`src/rtl/ref_particle_fetch.sv`:
```
// Read sequencer for the refx/refy/refz position RAMs: issues credit-limited reads,
// tracks the fixed read latency and buffers {x,y,z,id} for a valid/ready consumer.
module ref_particle_fetch #(
  parameter int unsigned DEPTH       = 512,
  parameter int unsigned ADDR_WIDTH  = $clog2(DEPTH),
  parameter int unsigned DATA_WIDTH  = 32,
  parameter int unsigned RAM_LATENCY = 2,
  parameter int unsigned FIFO_DEPTH  = 4
) (
  input  logic                  clk,
  input  logic                  rst,
  input  logic                  start,
  input  logic [ADDR_WIDTH-1:0] base_addr,
  input  logic [ADDR_WIDTH:0]   particle_num,
  output logic [ADDR_WIDTH-1:0] ref_address,
  output logic                  ref_rden,
  output logic                  ref_wren,
  input  logic [DATA_WIDTH-1:0] refx_q,
  input  logic [DATA_WIDTH-1:0] refy_q,
  input  logic [DATA_WIDTH-1:0] refz_q,
  output logic                  out_valid,
  input  logic                  out_ready,
  output logic [DATA_WIDTH-1:0] out_x,
  output logic [DATA_WIDTH-1:0] out_y,
  output logic [DATA_WIDTH-1:0] out_z,
  output logic [ADDR_WIDTH-1:0] out_id,
  output logic                  busy,
  output logic                  done
);

  localparam int unsigned PW = $clog2(FIFO_DEPTH);
  localparam int unsigned CW = PW + 1;
  localparam int unsigned SW = CW + 1;
  localparam int unsigned EW = 3 * DATA_WIDTH + ADDR_WIDTH;

  typedef enum logic [1:0] {StIdle, StIssue, StDrain, StDone} state_e;

  state_e                state;
  logic [ADDR_WIDTH-1:0] base_q;
  logic [ADDR_WIDTH:0]   num_q;
  logic [ADDR_WIDTH:0]   issue_idx;

  logic [RAM_LATENCY-1:0] pipe_vld;
  logic [ADDR_WIDTH-1:0]  pipe_id [RAM_LATENCY];
  logic [SW-1:0]          inflight;

  logic [EW-1:0] mem [FIFO_DEPTH];
  logic [PW-1:0] wptr, rptr;
  logic [CW-1:0] fifo_count;
  logic [EW-1:0] head;
  logic          push, pop;

  always_comb begin
    inflight = '0;
    for (int i = 0; i < RAM_LATENCY; i++) begin
      inflight = inflight + SW'(pipe_vld[i]);
    end
  end

  // Credit: reads still in the RAM pipe already own a FIFO slot.
  assign ref_rden    = (state == StIssue) &&
                       ((inflight + SW'(fifo_count)) < SW'(FIFO_DEPTH));
  assign ref_address = ref_rden ? (base_q + issue_idx[ADDR_WIDTH-1:0]) : '0;
  assign ref_wren    = 1'b0;

  assign push = pipe_vld[RAM_LATENCY-1];
  assign pop  = out_valid && out_ready;

  assign busy = (state != StIdle);
  assign done = (state == StDone);

  always_ff @(posedge clk or posedge rst) begin
    if (rst) begin
      state     <= StIdle;
      base_q    <= '0;
      num_q     <= '0;
      issue_idx <= '0;
    end else begin
      case (state)
        StIdle: begin
          if (start) begin
            base_q    <= base_addr;
            num_q     <= particle_num;
            issue_idx <= '0;
            // An empty request passes through one drain cycle before done.
            state     <= (particle_num == '0) ? StDrain : StIssue;
          end
        end
        StIssue: begin
          if (ref_rden) begin
            issue_idx <= issue_idx + (ADDR_WIDTH + 1)'(1);
            if (issue_idx == num_q - (ADDR_WIDTH + 1)'(1)) state <= StDrain;
          end
        end
        StDrain: begin
          if (inflight == '0 && fifo_count == '0) state <= StDone;
        end
        StDone:  state <= StIdle;
        default: state <= StIdle;
      endcase
    end
  end

  always_ff @(posedge clk or posedge rst) begin
    if (rst) begin
      pipe_vld <= '0;
    end else begin
      pipe_vld[0] <= ref_rden;
      for (int i = 1; i < RAM_LATENCY; i++) pipe_vld[i] <= pipe_vld[i-1];
    end
  end

  always_ff @(posedge clk) begin
    pipe_id[0] <= issue_idx[ADDR_WIDTH-1:0];
    for (int i = 1; i < RAM_LATENCY; i++) pipe_id[i] <= pipe_id[i-1];
  end

  always_ff @(posedge clk) begin
    if (push) mem[wptr] <= {refx_q, refy_q, refz_q, pipe_id[RAM_LATENCY-1]};
  end

  always_ff @(posedge clk or posedge rst) begin
    if (rst) begin
      wptr       <= '0;
      rptr       <= '0;
      fifo_count <= '0;
    end else begin
      if (push) wptr <= wptr + PW'(1);
      if (pop)  rptr <= rptr + PW'(1);
      case ({push, pop})
        2'b10:   fifo_count <= fifo_count + CW'(1);
        2'b01:   fifo_count <= fifo_count - CW'(1);
        default: fifo_count <= fifo_count;
      endcase
    end
  end

  assign head      = mem[rptr];
  assign out_valid = (fifo_count != '0);
  // Stale storage is masked so the data outputs read 0 whenever nothing is valid.
  assign out_x  = out_valid ? head[EW-1 -: DATA_WIDTH] : '0;
  assign out_y  = out_valid ? head[EW-DATA_WIDTH-1 -: DATA_WIDTH] : '0;
  assign out_z  = out_valid ? head[ADDR_WIDTH+DATA_WIDTH-1 -: DATA_WIDTH] : '0;
  assign out_id = out_valid ? head[ADDR_WIDTH-1:0] : '0;

endmodule

```
`config.mk`:
```
export PLATFORM = sky130hd
export DESIGN_NAME = ref_particle_fetch
export DESIGN_NICKNAME = d
export VERILOG_FILES = /design/src/rtl/ref_particle_fetch.sv
export SDC_FILE = /design/constraint.sdc
export NUM_CORES = 1
export LEC_CHECK = 0
export ABC_AREA = 1
export BUFFER_PORTS_ARGS = -buffer_cell sky130_fd_sc_hd__buf_2
export CAP_MARGIN = 10
export CORE_MARGIN = 4
export CORE_UTILIZATION = 45
export DETAILED_ROUTE_END_ITERATION = 7
export PLACE_DENSITY = 0.69
export REMOVE_ABC_BUFFERS = 1
export SETUP_SLACK_MARGIN = 0.4
export SLEW_MARGIN = 15
export SYNTH_ARGS = -nofsm -noshare
export SYNTH_HDL_FRONTEND = slang
export SYNTH_SLANG_ARGS = --single-unit
export TNS_END_PERCENT = 100
```
`constraint.sdc`:
```
create_clock -name clk -period 6.7 [get_ports clk]
set_clock_uncertainty 0.15 [all_clocks]
set_input_delay 0.335 -clock clk [delete_from_list [all_inputs] [get_ports clk]]
set_output_delay 0.335 -clock clk [all_outputs]
set_load 0.1 [all_outputs]
```
# [Word-level counts from Yosys, hierarchy flattened]
# Memory sizes are Yosys's and may differ from the RTL's.
# Cells that the tools add are included.
[totals] mem_bits_rw=438 reg_bits=40 input_bits=119 out_inout_bits=119 n_memories=2
[memory_table] memory="mem" words=4 width=105 rd=1 rd_ports_with_merged_regs=0 write_ports=1 line="47" rtl="logic [EW-1:0] mem [FIFO_DEPTH];"
[memory_table] memory="pipe_id" words=2 width=9 rd=2 rd_ports_with_merged_regs=0 write_ports=2 line="44" rtl="logic [ADDR_WIDTH-1:0] pipe_id [RAM_LATENCY];"
[op_classes] n_lt_le_gt_ge=1 reduce_logical=14 eq_ne=10 add_sub_neg=9 n_mux=17
[ops] op="two-way mux 32 bit" count=3
[ops] op="two-way mux 10 bit" count=2
[ops] op="case mux 10 bit (2 select lines)" count=1
[ops] op="two-way mux 9 bit" count=2
[ops] op="adder 10 x 1 -> 10 bit, second input constant" count=1
[ops] op="equality test 10 bit" count=1
[ops] op="zero test 10 bit" count=1
[ops] op="two-way mux 2 bit" count=5
[ops] op="subtractor 10 x 1 -> 10 bit, second input constant" count=1
[ops] op="adder 9 bit" count=1
[ops] op="case mux 2 bit (4 select lines)" count=1
[ops] op="equality test 2 bit, second input constant" count=3
[ops] op="!= test 2 bit, second input constant" count=3
[ops] op="case mux 3 bit (2 select lines)" count=1
[ops] op="nonzero test 2 bit" count=3
[ops] op="adder 2 x 1 -> 2 bit, second input constant" count=2
[ops] op="adder 2 x 3 -> 4 bit" count=1
[ops] op="equality test 2 x 1 -> 1 bit, second input constant" count=2
[ops] op="zero test 4 bit" count=1
[ops] op="< comparator 4 x 3 -> 1 bit, second input constant" count=1
[ops] op="AND reduction 4 bit" count=1
[ops] op="adder 3 x 1 -> 3 bit, second input constant" count=1
[ops] op="logical AND 1 bit" count=3
[ops] op="zero test 3 bit" count=1
[ops] op="8 further kinds" count=9

# [Depth between registers and ports, before layout]
[depth] ltp_word=6 ltp_mapped=14 ltp_nobuf=14

# [Worst setup path before layout]
# OpenSTA, ideal clock, no wires.
[synth_path] path_type="register to output" start="register pipe_vld[1]" end="output ref_address[3]" path_slack_ps=1881 required_time_ps=6215 path_buffers=1 t_arrival_ps=4333 path_stages_with_launch=9 cell_sequence="dfrtp_1 -> clkbuf_1 -> inv_1 -> ha_1 -> nand3_1 -> nand2_1 -> nor2_1 -> o21ai_0 -> a21oi_1"
[synth_via] elab_chain_len=5
[synth_lines] element="from (decl)" line="43" rtl="logic [RAM_LATENCY-1:0] pipe_vld;"
[synth_lines] element="from (signal assigned)" line="106" rtl="pipe_vld <= '0;"
[synth_lines] element="adder 1 x 1 -> 2 bit" line="56" rtl="inflight = inflight + SW'(pipe_vld[i]);"
[synth_lines] element="adder 2 x 3 -> 4 bit" line="62" rtl="((inflight + SW'(fifo_count)) < SW'(FIFO_DEPTH));"
[synth_lines] element="< comparator 4 x 3 -> 1 bit" line="62"
[synth_lines] element="logical AND 1 bit" line="61" rtl="assign ref_rden = (state == StIssue) &&"
[synth_lines] element="named net ref_rden" line="16" rtl="output logic ref_rden,"
[synth_lines] element="two-way mux 9 bit" line="63" rtl="assign ref_address = ref_rden ? (base_q + issue_idx[ADDR_WIDTH-1:0]) : '0;"
[synth_lines] element="to (decl)" line="15" rtl="output logic [ADDR_WIDTH-1:0] ref_address,"
# The timed path passes the listed nets, and every way through them passes these cells.

# [Worst setup path in the final report]
[layout_path] start="register rptr[0]" end="output out_id[4]"
[layout_via] elab_chain_len=2
[layout_lines] element="from (decl)" line="48" rtl="logic [PW-1:0] wptr, rptr;"
[layout_lines] element="from (signal assigned)" line="129" rtl="if (pop) rptr <= rptr + PW'(1);"
[layout_lines] element="memory read (4 x 105 bit)"
[layout_lines] element="two-way mux 9 bit" line="144" rtl="assign out_id = out_valid ? head[ADDR_WIDTH-1:0] : '0;"
[layout_lines] element="to (decl)" line="26" rtl="output logic [ADDR_WIDTH-1:0] out_id,"
# No other way between the ends.

==> impl_metrics.toml <==
[floorplan]
die_h_um = 215
core_area_um2 = 42100
start_util_pct = 45.7
num_rows = 75
io_pins = 238
die_w_um = 215
die-area_um2 = 46100

[timing]
rsz0062_at_grt = "false"
drv_slew = 0
hold_slack_ps = 73.1
relSlewSlack_pct = 33.2
min_period_ps = 4350
fmax_mhz = 230
finalHoldViolations = 0
worst_pin_slew_ps = 1000
setup_viol = 0
fin_crit_sh_pct = 65.0

[grt]
gr-usage-all-layers_pct = 19.3
grt_pass1_wl_um = 71700
grt_pass1_vias = 13287
grt_max_degree = 96
grt_antenna_before_repair = 0
overflow = 0

[routing]
wl_um = 45300
vias = 13225
firstDrtPassIters = 5
drc = 0
viasPerCell = 5.20
wl_per_cell_um = 17.8
wl_met1_um = 19200
antenna_left = 0
drt_iter0_markers = 1013
routed.top_layer = "met4"
wl_met3_um = 3090
routed-wl-met2_um = 22200

[logic_synthesis]
synth_edf_count = 420
synth_seq_cells = 478
synth_cell_types = 35
yosysWarnings = 0
netlist_instances = 1633
syn_area_per_cell_um2 = 11.8
synthFlopType = "edfxtp_1"
netlist_area_um2 = 19200
ys_seq_area_share_pct = 72.6
synthArstFlopShare_pct = 8.37

[clock_network]
cts_made_buffers = 48
post-cts-setup-buffer-count = 0
clk_pin_slew_worst_paths_ps = 60
cts_tree = "built"
cts_buffer_depth = 3
cts_root_buf = "clkbuf_16"
cts_resized = 0
clk_latency_ps = 570
postCtsHoldBufs = 117
clkSinkCount = 478
htreeDepth = 2

[finish]
drive_gt1_share_pct = 16.6
area.growth.synth_to_final_pct = 22.6
finish.instance_area_um2 = 23600
fillCellCount = 3405
final-seq-area_um2 = 14000
multi_input_area_um2 = 4660
nets = 2107

[critical_path]
crit_type = "reg2out"
cp-start-kind = "flip-flop"
path_max_fanout = 95
critPathArrivalTime_ps = 3870
required_ps = 6210
end_kind = "output port"

[placed_design]
gp_congestion = 0.836
dpl_cell_area_um2 = 20900
port_buffers = 236
hpwl_um = 26100

[run]
cap_violations = 0

[hold_path]
hp-class = "in2reg"

[run_status]
status = "complete, no violations"
==> layer usage <==
metal / up-vias / GRT usage, %
li1: 6341 / -
met3: 62 / 4.01
met4: 0 / 4.63
met2: 381 / 32.7
met5: - / 0
met1: 6441 / 25.7
==> critical path, cell delays in order (launching register included) <==
cell and delay (ps):
dfrtp_4 710, inv_4 710, buf_4 660, o21ai_0 230
a21oi_1 320, buf_2 490
==> Yosys cell counts, types with 3 or more instances <==
library cell	n	area [um^2]
a21oi_1	117	586
dfxtp_1	18	360
o21ai_1	16	80.1
nand4_1	5	31.3
nor3_1	3	15.0
ha_1	23	288
nor2_1	456	1710
dfrtp_1	40	1000
clkbuf_1	52	195
nand3_1	24	120
nand2_1	96	360
edfxtp_1	420	12600
buf_2	25	125
o21ai_0	229	1150
xnor2_1	5	43.8
nor4_1	4	25.0
inv_1	64	240
xor2_1	9	78.8
buf_1	8	30.0
==> area by class of cell <==
cell class                      count  area share (%)
Timing Repair Buffer              366            10.4
Sequential cell                   478            59.3
Tap cell                          539            2.86
Multi-Input combinational cell   1003            19.8
Clock inverter                     14           0.578
Antenna cell                        2          0.0212
Inverter                           66            1.11
Clock buffer                       73            5.97
==> stage by stage <==
stage          util (%)  setup TNS [ps]  setup slack, ps  cells
2_1_floorplan         -          -69990             -718   1547
3_3_place_gp       49.5               0             3100   2335
3_5_place_dp       49.5               0             3010   2335
4_1_cts            56.0               0             2390   2539
5_1_grt            56.0               0             2150   2539
6_report           56.0               0             2350   2541
==> cells in the final DEF, fill, tap and decap left out, types with 2 or more instances in the layout <==
cell and count:
ha_1 23, edfxtp_1 420, o21ai_1 16, xnor2_1 5
dfrtp_4 2, bufinv_16 2, inv_1 60, diode_2 2
a21oi_1 117, o21ai_0 229, nand3_1 24, buf_2 236
nor2_1 456, clkbuf_8 5, dfxtp_1 18, o21a_1 2
xor2_1 9, dlygate4sd3_1 117, nor3_1 3, clkbuf_16 51
inv_4 6, clkinvlp_4 2, clkbuf_1 17, nand2_1 96
dfrtp_1 38, clkinv_2 3, inv_6 3, fa_1 2
nand4_1 5, nor4_1 4, buf_4 13, clkinv_1 3
==> final timing paths <==
kind / start / to / slack [ps] / cells after the start
setup / recovery: rptr[0] / out_id[4] / 2350 / 5
hold / removal: out_ready / rptr[1] / 70 / 4
setup reg to reg: rptr[0] / rptr[0] / 3780 / 4
hold reg to reg: pipe_id[0][3] / pipe_id[0][12] / 170 / 0
max in group asynchronous: rst / rptr[0] / 5660 / 4
min in group asynchronous: rst / base_q[0] / 300 / 4
==> sequential cells by signal, summed over array words and instances (netlist names) <==
register	cells
wptr	2
base_q	9
rptr	2
issue_idx	10
pipe_vld	2
mem	420
num_q	10
state	2
fifo_count	3
pipe_id	18
==> logic make-up (layout without fill, tap and decap cells) <==
kind of cell,after synthesis,after routing,synth area share (%)
AOI/OAI and AO/OA,368,368,9.71
buffers and inverters,152,519,3.15
adders and majority gates,25,25,1.70
xor gates and xnor gates,14,14,0.637
other,1,3,0.0195
and+or+nand+nor,595,595,12.1
DFF,478,478,72.6
Power is not shown: default switching activity piles up to over one toggle a cycle in this logic, so the estimate is an artifact.
